$ cat config.mk
export PLATFORM = sky130hd
export DESIGN_NAME = tick_decoder
export DESIGN_NICKNAME = d
export VERILOG_FILES = /design/src/rtl/tick_decoder.sv
export SDC_FILE = /design/constraint.sdc
export NUM_CORES = 1
export LEC_CHECK = 0
export CORE_MARGIN = 8
export CORE_UTILIZATION = 55
export CTS_BUF_LIST = sky130_fd_sc_hd__clkbuf_8
export DETAILED_ROUTE_END_ITERATION = 10
export PLACE_DENSITY_LB_ADDON = 0.08
export SYNTH_ARGS = -nofsm -noshare
export SYNTH_HDL_FRONTEND = slang
export SYNTH_SLANG_ARGS = --single-unit
$ cat constraint.sdc
create_clock -name clk -period 4.4 [get_ports clk]
set_input_delay 0.66 -clock clk [delete_from_list [all_inputs] [get_ports clk]]
set_output_delay 0.66 -clock clk [all_outputs]
set_load 0.005 [all_outputs]
$ cat src/rtl/tick_decoder.sv
// Decodes 10-byte Add/Exec feed messages into single-cycle ticks for the L1 book.
// Latency 1 cycle from last byte to tick_valid; no backpressure, every valid byte is consumed.
// Optional saturating msg/drop counters are compiled in with TICK_DECODER_STATS_EN.
module tick_decoder #(
    parameter int CNT_W = 16
) (
    input  logic        clk,
    input  logic        rst,
    input  logic        s_valid,
    input  logic [7:0]  s_data,
    input  logic        s_last,
    output logic        tick_valid,
    output logic        tick_type,
    output logic        tick_side,
    output logic [31:0] tick_qty,
    output logic [31:0] tick_price
`ifdef TICK_DECODER_STATS_EN
    ,
    output logic [CNT_W-1:0] msg_count,
    output logic [CNT_W-1:0] drop_count
`endif
);

    typedef enum logic [1:0] {IDLE, BODY, DISCARD} state_t;

    state_t      state_q, state_d;
    logic [3:0]  idx_q, idx_d;
    logic        typ_q, typ_d;
    logic        side_q, side_d;
    logic [31:0] qty_q, qty_d;
    logic [31:0] price_q, price_d;

    logic        tick_valid_q, tick_valid_d;
    logic        tick_type_q, tick_type_d;
    logic        tick_side_q, tick_side_d;
    logic [31:0] tick_qty_q, tick_qty_d;
    logic [31:0] tick_price_q, tick_price_d;

    logic        emit;
    logic        drop;

    always_comb begin
        state_d      = state_q;
        idx_d        = idx_q;
        typ_d        = typ_q;
        side_d       = side_q;
        qty_d        = qty_q;
        price_d      = price_q;
        tick_valid_d = 1'b0;
        tick_type_d  = tick_type_q;
        tick_side_d  = tick_side_q;
        tick_qty_d   = tick_qty_q;
        tick_price_d = tick_price_q;
        emit         = 1'b0;
        drop         = 1'b0;

        if (s_valid) begin
            case (state_q)
                IDLE: begin
                    if (s_last) begin
                        drop = 1'b1;
                    end else if (s_data == 8'h41 || s_data == 8'h45) begin
                        state_d = BODY;
                        idx_d   = 4'd1;
                        typ_d   = (s_data == 8'h45);
                    end else begin
                        state_d = DISCARD;
                    end
                end
                BODY: begin
                    idx_d = idx_q + 4'd1;
                    if (idx_q == 4'd1)
                        side_d = (s_data == 8'h42);
                    if (idx_q >= 4'd2 && idx_q <= 4'd5)
                        qty_d = {qty_q[23:0], s_data};
                    if (idx_q >= 4'd6 && idx_q <= 4'd9)
                        price_d = {price_q[23:0], s_data};

                    if (idx_q == 4'd1 && s_data != 8'h42 && s_data != 8'h53) begin
                        idx_d = 4'd0;
                        if (s_last) begin
                            drop    = 1'b1;
                            state_d = IDLE;
                        end else begin
                            state_d = DISCARD;
                        end
                    end else if (s_last) begin
                        idx_d   = 4'd0;
                        state_d = IDLE;
                        if (idx_q == 4'd9)
                            emit = 1'b1;
                        else
                            drop = 1'b1;
                    end else if (idx_q == 4'd9) begin
                        // Overlong message: the drop is counted when its s_last finally arrives.
                        idx_d   = 4'd0;
                        state_d = DISCARD;
                    end
                end
                DISCARD: begin
                    if (s_last) begin
                        drop    = 1'b1;
                        state_d = IDLE;
                    end
                end
                default: begin
                    state_d = IDLE;
                    idx_d   = 4'd0;
                end
            endcase
        end

        if (emit) begin
            tick_valid_d = 1'b1;
            tick_type_d  = typ_q;
            tick_side_d  = side_q;
            tick_qty_d   = qty_q;
            tick_price_d = {price_q[23:0], s_data};
        end
    end

    always_ff @(posedge clk) begin
        if (rst) begin
            state_q      <= IDLE;
            idx_q        <= 4'd0;
            typ_q        <= 1'b0;
            side_q       <= 1'b0;
            qty_q        <= 32'd0;
            price_q      <= 32'd0;
            tick_valid_q <= 1'b0;
            tick_type_q  <= 1'b0;
            tick_side_q  <= 1'b0;
            tick_qty_q   <= 32'd0;
            tick_price_q <= 32'd0;
        end else begin
            state_q      <= state_d;
            idx_q        <= idx_d;
            typ_q        <= typ_d;
            side_q       <= side_d;
            qty_q        <= qty_d;
            price_q      <= price_d;
            tick_valid_q <= tick_valid_d;
            tick_type_q  <= tick_type_d;
            tick_side_q  <= tick_side_d;
            tick_qty_q   <= tick_qty_d;
            tick_price_q <= tick_price_d;
        end
    end

    assign tick_valid = tick_valid_q;
    assign tick_type  = tick_type_q;
    assign tick_side  = tick_side_q;
    assign tick_qty   = tick_qty_q;
    assign tick_price = tick_price_q;

`ifdef TICK_DECODER_STATS_EN
    logic [CNT_W-1:0] msg_cnt_q, msg_cnt_d;
    logic [CNT_W-1:0] drop_cnt_q, drop_cnt_d;

    always_comb begin
        msg_cnt_d  = msg_cnt_q;
        drop_cnt_d = drop_cnt_q;
        if (emit && msg_cnt_q != {CNT_W{1'b1}})
            msg_cnt_d = msg_cnt_q + 1'b1;
        if (drop && drop_cnt_q != {CNT_W{1'b1}})
            drop_cnt_d = drop_cnt_q + 1'b1;
    end

    always_ff @(posedge clk) begin
        if (rst) begin
            msg_cnt_q  <= '0;
            drop_cnt_q <= '0;
        end else begin
            msg_cnt_q  <= msg_cnt_d;
            drop_cnt_q <= drop_cnt_d;
        end
    end

    assign msg_count  = msg_cnt_q;
    assign drop_count = drop_cnt_q;
`else
    logic unused_stats;
    assign unused_stats = drop ^ (CNT_W > 0);
`endif

endmodule
==> flow_metrics.tcl, run 1 <==
set metrics [dict create \
    status "complete, no violations" \
    synth_edf_count 0 \
    yosys-top-cells-area "dfxtp_1 55%, nand2_1 16%, a21oi_1 11%" \
    dr.pass1.iters 4 \
    overflow 0 \
    syn_inst 579 \
    io_pins 79 \
    rsz0062_at_grt "no" \
    drt_first_iter_violations 259 \
    drc 0 \
    ir_drop_uv 203 \
    synth_top_family_by_area "simple AND/OR/NAND/NOR gates" \
    synthMuxAreaShare_pct 5.23 \
    multi_input_area_um2 1970 \
    post_cts_buffers 0 \
    cts_tree "built" \
    h-tree-depth 4 \
    max_slew_margin_pct 23.8 \
    vias 3988 \
    final_cells 757 \
    clk_pin_slew_worst_paths_ns 0.09 \
    synth_top_area_share_pct 54.8 \
    grt_pass1_wl_mm 18.1 \
    cts_made_buffers 17 \
    final_hold_viol_count 0 \
    area.sequential_um2 2620 \
    num_rows 34 \
    fin_util_pct 68.8 \
    ys_seq_area_share_pct 54.8 \
    drt_wl_total_mm 10.9 \
    max_freq_mhz 397 \
    layout_commonest_cell "nand2_1" \
    end_kind "flop" \
    cts_hold_buf 0 \
    fp.dieH_um 109 \
    crit_fanout 48 \
    ys_types 40 \
    ant_nets 0 \
    reg2regPathDepth 5 \
    ys_warn_count 0 \
    slowest_delay_ns 0.58 \
    port_buffers 78 \
    synth_nets 591 \
    synth_xor_area_share_pct 0.366 \
    cts_sinks 131 \
    initial_core_util_pct 55.7 \
    crit_type "in2reg" \
    grt_max_degree 102 \
    grt_pass1_vias 3764 \
    worst_pin_slew_ns 1.14 \
    track_usage_pct 18.9 \
    required_ns 4.75 \
    viasPerCell 5.27 \
    hold_class "reg2reg" \
    report.final.slew_viol_count 0 \
    synth-seq-cells 131 \
    total_power_mw 2.14 \
    hpwl_mm 7.09 \
    drive_gt1_share_pct 7.09 \
    cp_top_family "buffers and inverters" \
    synthSimpleGateAreaFrac_pct 21.8 \
    clockBufferDepth 2 \
    cp_cell_sequence "clkdlybuf4s50_1, and3b_1, and4_2, buf_4, nand2_1, a21oi_1" \
    core_area_um2 8590 \
    ctsRootBufferMaster "clkbuf_8" \
    start_kind "input pin" \
    leakagePower_nw 1.89 \
    diodes 0 \
    finalCriticalPeriod_ns 2.52 \
    drv_cap 0 \
    skew_ns 0.0123 \
    fillers 727 \
    wl_per_cell_um 14.4 \
    cpMaxStageDelayCell "clkdlybuf4s50_1" \
    gp_congestion 0.782 \
    whs_path_depth 2 \
    tns_ns 0 \
    final_cell_mix "205 x nand2_1, 131 x dfxtp_1, 102 x a21oi_1" \
    die_x_um 109 \
    grt_antenna_before_repair 0 \
    finalSetupViolations 0 \
    hold_ws_ns 0.454 \
    synthArstFlopShare_pct 0 \
    die_area_um2 11900 \
    cts_resized 0 \
    netlist_area_um2 4790 \
    insertion_delay_ns 0.42 \
    synthToLayoutAreaGrowth_pct 23.6 \
    critPathArrivalTime_ns 2.87 \
    synthAdderAreaFrac_pct 0 \
    synth_largest_area_cell "dfxtp_1" \
    placed_cells_incl_taps 725 \
    worstSetupPathDepth 6 \
    path_buf_inv 2 \
    avgSynthCellArea_um2 8.27 \
    finalCritPeriodShare_pct 57.3 \
    yosys_most_used_dff "dfxtp_1" \
    nNetsFinal 648 \
    synth_compound_area_share_pct 13.6 \
    p_per_area_nw_per_um2 361 \
]
## path summary, 6_finish.rpt
check             startpoint      endpoint  slack [ns]
setup / recovery     s_valid   tick_qty[8]        1.88
hold / removal     qty_q[31]  tick_qty[31]        0.45
setup reg to reg    idx_q[0]   tick_qty[8]        2.08
hold reg to reg    qty_q[31]  tick_qty[31]        0.45
## cell usage after synthesis, drive strengths merged, types with 3 or more instances
library cell	number
inv	4
or3b	3
dfxtp	131
buf	17
mux2i	25
nor4	3
nor2	29
clkbuf	27
a21oi	102
nand2	205
## per-stage QoR
| step | area (um^2) | setup slack [ns] |
|---|---|---|
| floorplan | 4790 | 2.38 |
| global placement | 5560 | 1.51 |
| detailed placement | 5560 | 1.49 |
| CTS | 5910 | 1.93 |
| global route | 5910 | 1.76 |
| finish | 5910 | 1.88 |
## kinds of logic after synthesis
group | after synthesis
simple gates | 255
flops | 131
compound gates | 118
buf+inv | 48
mux | 25
xor+xnor | 2
## final cells by class
class / instances / area share, %
repair buffers: 82 / 13.7
inverters: 4 / 0.254
multi-input cells: 400 / 33.4
well taps: 108 / 2.29
flip-flops and latches: 131 / 44.4
clock buffers: 17 / 3.96
clock inverters: 15 / 2.09
## registers in the layout, summed over array words and instances, names as in the netlist
signal	count
qty_q	32
tick_valid	1
tick_side	1
state_q	2
tick_price	32
idx_q	4
price_q	24
side_q	1
typ_q	1
tick_qty	32
tick_type	1
## routing by layer
metal  part of all wire, %  GRT usage [%]  wire length, um  vias to the layer above
met2                    46           28.6             4980                      105
li1                      -              -                -                     2020
met1                    47           25.0             5110                     1852
met5                     0              0                0                        -
met4                  0.94           5.88              103                        0
met3                   6.8           6.21              744                       11
## report_power, final
group          internal (mW)  switching (mW)  total [mW]
sequential              1.19         0.00176        1.19
clock                  0.403           0.499       0.903
combinational         0.0142          0.0319      0.0462
## worst min-delay path: cells and delay by family (launching register included)
kind	cells	cell delay [ns]
and+or+nand+nor	1	0.05
AOI/OAI and AO/OA	1	0.05
DFF	1	0.31
Note: power is estimated with default switching activity, not from simulation.
==> inputs of run 2 (changes only) <==
CORE_UTILIZATION = 49   (was 55)
clock period = 2.15 ns   (was 4.4 ns; I/O delays follow)
==> run 2 against run 1 <==
- clock power up 97%
- worst hold slack worse by 0.083 ns
- cell area up 3.4%
- clock-buffer cell count rose by 2
==> flow_metrics.tcl, run 2 (synthesized netlist as in run 1, its figures left out) <==
set metrics [dict create \
    wl_met3_um 771 \
    grt_pass1_wl_mm 18.9 \
    synthToLayoutAreaGrowth_pct 27.8 \
    ant_nets 0 \
    initial_core_util_pct 49.6 \
    max_slew_margin_pct 63.5 \
    critPathArrivalTime_ns 2.22 \
    layout_commonest_cell "nand2_1" \
    cp_top_family "compound AO/OA/AOI/OAI gates" \
    vias 4019 \
    finalCritPeriodShare_pct 87.9 \
    fin_util_pct 63.5 \
    drt_wl_total_mm 11.4 \
    drc 0 \
    final_hold_viol_count 0 \
    hold_class "in2reg" \
    crit_type "in2reg" \
    fillers 898 \
    diodes 0 \
    die_area_um2 13200 \
    p_per_area_nw_per_um2 707 \
    status "complete, no violations" \
    ctsRootBufferMaster "clkbuf_8" \
    finalCriticalPeriod_ns 1.89 \
    pre_cts_ws_ns -0.176 \
    die_x_um 115 \
    end_kind "flop" \
    path_buf_inv 2 \
    fin_ws_ns 0.261 \
    port_buffers 78 \
    insertion_delay_ns 0.42 \
    h-tree-depth 4 \
    final_cell_mix "205 x nand2_1, 131 x dfxtp_1, 102 x a21oi_1" \
    cts_made_buffers 17 \
    p_sw_mw 0.925 \
    post_cts_buffers 0 \
    cts_sinks 131 \
    leakagePower_nw 2.00 \
    cts_tree "built" \
    cts_resized 0 \
    p_int_mw 3.40 \
    cpMaxStageDelayCell "or4b_1" \
    dr.max_layer_used "met4" \
    dr.pass1.iters 4 \
    overflow 0 \
    rsz0062_at_grt "no" \
    clkPwrFrac_pct 41.1 \
    fp.dieH_um 115 \
    p_sw_share_pct 21.4 \
    finalSetupViolations 0 \
    clk_pin_slew_worst_paths_ns 0.07 \
    io_pins 79 \
    cp_cell_sequence "clkdlybuf4s50_1, or4b_1, buf_4, o41ai_2, a41oi_1, a211oi_1" \
    report.final.slew_viol_count 0 \
    cts_hold_buf 0 \
    crit_fanout 6 \
    p_comb_share_pct 2.7 \
    viasPerCell 5.04 \
    p_seq_share_pct 56.2 \
    drv_cap 0 \
    start_kind "input pin" \
    core_area_um2 9640 \
    hpwl_mm 7.79 \
    grt_pass1_vias 3897 \
    hold_ws_ns 0.370 \
    drt_first_iter_violations 245 \
    required_ns 2.48 \
    track_usage_pct 18.0 \
    gp_congestion 0.737 \
    grt_max_degree 54 \
    grt_antenna_before_repair 0 \
    wl_met1_mm 5.46 \
    drive_gt1_share_pct 8.89 \
    nNetsFinal 666 \
    wl_per_cell_um 14.4 \
    skew_ns 0.00827 \
    worst_pin_slew_ns 0.548 \
    route.met2.wl_mm 5.05 \
    max_freq_mhz 529 \
    num_rows 36 \
    slowest_delay_ns 0.54 \
    ir_drop_uv 508 \
    clockBufferDepth 2 \
]
## run 2: cell types whose count changed in the layout (fill, tap and decap cells not counted)
| cell | delta |
|---|---|
| inv_6 | -7 |
| clkinv_8 | -1 |
| inv_1 | +2 |
| buf_4 | +13 |
| clkinv_4 | -2 |
| clkinv_2 | +4 |
| clkbuf_8 | +2 |
| bufinv_16 | +1 |
| buf_12 | +5 |
| clkinvlp_4 | -2 |
## run 2: metal layers
layer  vias up  global-route usage, %
li1       2051                      -
met1      1866                   23.2
met2        87                   27.0
met3        15                   6.36
met4         0                   7.18
met5         -                      0
## run 2: power by group through the flow
stage          logic (mW)  clock network, mW  registers [mW]
2_1_floorplan      0.0543                  0            2.48
5_1_grt             0.124               1.93            2.43
4_1_cts             0.116               1.84            2.43
6_report            0.116               1.78            2.43
3_3_place_gp        0.114                  0            2.49
3_5_place_dp        0.115                  0            2.49
## run 2: stage by stage
| stage | instance area, um^2 | setup TNS, ns | power, mW | instances |
|---|---|---|---|---|
| after floorplan | 4790 | 0 | 2.54 | 579 |
| after global routing | 6120 | 0 | 4.49 | 797 |
| final | 6120 | 0 | 4.33 | 797 |
| after detailed placement | 5780 | -0.520 | 2.60 | 768 |
| after CTS | 6120 | 0 | 4.38 | 797 |
| after global placement | 5780 | -0.171 | 2.60 | 768 |
## run 2: cell type report
| class | count | area [um^2] | area share, % |
|---|---|---|---|
| Clock buffer | 19 | 262 | 4.27 |
| Clock inverter | 10 | 71.3 | 1.17 |
| Inverter | 4 | 15.0 | 0.245 |
| Multi-Input combinational cell | 400 | 1970 | 32.3 |
| Sequential cell | 131 | 2620 | 42.9 |
| Tap cell | 133 | 166 | 2.72 |
| Timing Repair Buffer | 100 | 1010 | 16.4 |
## run 2: final timing paths
check	start	endpoint	slack (ns)	cells past startpoint
setup / recovery	s_data[3]	idx_q[1]	0.26	6
hold / removal	rst	typ_q	0.37	2
setup reg to reg	idx_q[0]	tick_price[28]	0.47	5
hold reg to reg	tick_price[27]	tick_price[27]	0.45	2
## run 2: worst register-to-register path: cells and delay by family (launching register included)
kind	cells	cell delay, ns
and+or+nand+nor	3	0.85
DFF	1	0.43
buffers and inverters	1	0.21
AOI/OAI and AO/OA	1	0.13
==> inputs of run 3 (changes only) <==
CORE_UTILIZATION = 35   (was 49)
==> run 3 against run 2 <==
- via count grew 0.22%
- clock skew increased by 0.0019 ns
- largest cell class unchanged
- cell area grew 1.8%
- largest power group unchanged
- critical path type unchanged
- sequential power about the same
==> flow_metrics.tcl, run 3 (synthesized netlist as in run 1, its figures left out) <==
set metrics [dict create \
    die_area_um2 17700 \
    max_freq_mhz 554 \
    post_cts_buffers 0 \
    cts_resized 0 \
    skew_ns 0.0101 \
    track_usage_pct 14.0 \
    status "complete, no violations" \
    fillers 1343 \
    nNetsFinal 664 \
    ctsRootBufferMaster "clkbuf_8" \
    ant_nets 0 \
    finalCritPeriodShare_pct 84.0 \
    viasPerCell 4.81 \
    report.final.slew_viol_count 0 \
    synthToLayoutAreaGrowth_pct 30.1 \
    drv_cap 0 \
    area.sequential_um2 2620 \
    drt_first_iter_violations 196 \
    final_cell_mix "205 x nand2_1, 131 x dfxtp_1, 102 x a21oi_1" \
    final_hold_viol_count 0 \
    clk_pin_slew_worst_paths_ns 0.07 \
    initial_core_util_pct 36.0 \
    diodes 0 \
    wl_per_cell_um 14.4 \
    finalSetupViolations 0 \
    vias 4028 \
    io_pins 79 \
    r2r_start "idx_q[0]" \
    end_kind "flop" \
    gp_congestion 0.776 \
    grt_antenna_before_repair 1 \
    h-tree-depth 4 \
    core_area_um2 13300 \
    clockBufferDepth 2 \
    multi_input_area_um2 1970 \
    grt_pass1_wl_mm 20.2 \
    cts_made_buffers 17 \
    critPathArrivalTime_ns 2.17 \
    crit_path_start "s_data[3]" \
    overflow 0 \
    leakagePower_nw 2.01 \
    crit_fanout 6 \
    fin_ws_ns 0.345 \
    required_ns 2.51 \
    crit_type "in2reg" \
    cts_tree "built" \
    hold_start "rst" \
    grt_pass1_vias 4023 \
    die_x_um 133 \
    insertion_delay_ns 0.43 \
    cts_sinks 131 \
    grt_max_degree 55 \
    worst_pin_slew_ns 0.511 \
    num_rows 42 \
    fp.dieH_um 133 \
    dr.pass1.iters 5 \
    hold_class "in2reg" \
    max_slew_margin_pct 65.9 \
    port_buffers 78 \
    hpwl_mm 8.09 \
    p_per_area_nw_per_um2 732 \
    hold_ws_ns 0.357 \
    drive_gt1_share_pct 8.91 \
    ir_drop_uv 457 \
    rsz0062_at_grt "no" \
    drc 0 \
    layout_commonest_cell "nand2_1" \
    finalCriticalPeriod_ns 1.81 \
    drt_wl_total_mm 12.1 \
    tns_ns 0 \
    cts_hold_buf 0 \
    start_kind "input pin" \
    pre_cts_ws_ns -0.0999 \
    total_power_mw 4.55 \
]
[run 3: cell types whose count changed in the layout (fill, tap and decap cells not counted), sizes merged]
cell      before  now
buf           23   21
inv            7    5
clkbuf        19   25
clkinvlp       0    1
clkinv         6    1
[run 3: area by class of cell]
cell class	count	area share (%)
Timing Repair Buffer	98	16.1
Clock buffer	25	5.53
Multi-Input combinational cell	400	31.7
Sequential cell	131	42.1
Inverter	4	0.241
Tap cell	176	3.54
Clock inverter	4	0.744
[run 3: per-layer routing]
metal  track usage, %  vias up  share of wire, %
li1                 -     2048                 -
met1             17.8     1882                48
met2             20.8       93                44
met3             5.60        5               7.4
met4             5.55        0              0.71
met5                0        -                 0
[run 3: stage by stage]
stage | instances | area, um^2 | util, %
5_1_grt | 838 | 6230 | 46.8
6_report | 838 | 6230 | 46.8
3_5_place_dp | 809 | 5840 | 43.9
3_3_place_gp | 809 | 5840 | 43.9
2_1_floorplan | 579 | 4790 | -
4_1_cts | 838 | 6230 | 46.8
[run 3: worst paths after layout]
kind / end / slack [ns] / cells after the start
worst max-delay path: idx_q[3] / 0.34 / 6
worst min-delay path: tick_price[31] / 0.36 / 2
worst max register to register: tick_qty[8] / 0.40 / 5
worst min register to register: tick_price[29] / 0.45 / 2
[run 3: worst max-delay path, stage by stage]
cell and delay [ns]:
clkdlybuf4s50_1 0.41, or4b_1 0.53, buf_4 0.18, o41ai_2 0.44, a31oi_1 0.14, o21ai_1 0.14
[run 3: where the power goes]
part / switching (mW) / leakage [nW] / internal, mW
clock: 0.871 / 0.203 / 1.14
combinational: 0.0694 / 0.748 / 0.0450
sequential: 0.00325 / 1.05 / 2.43
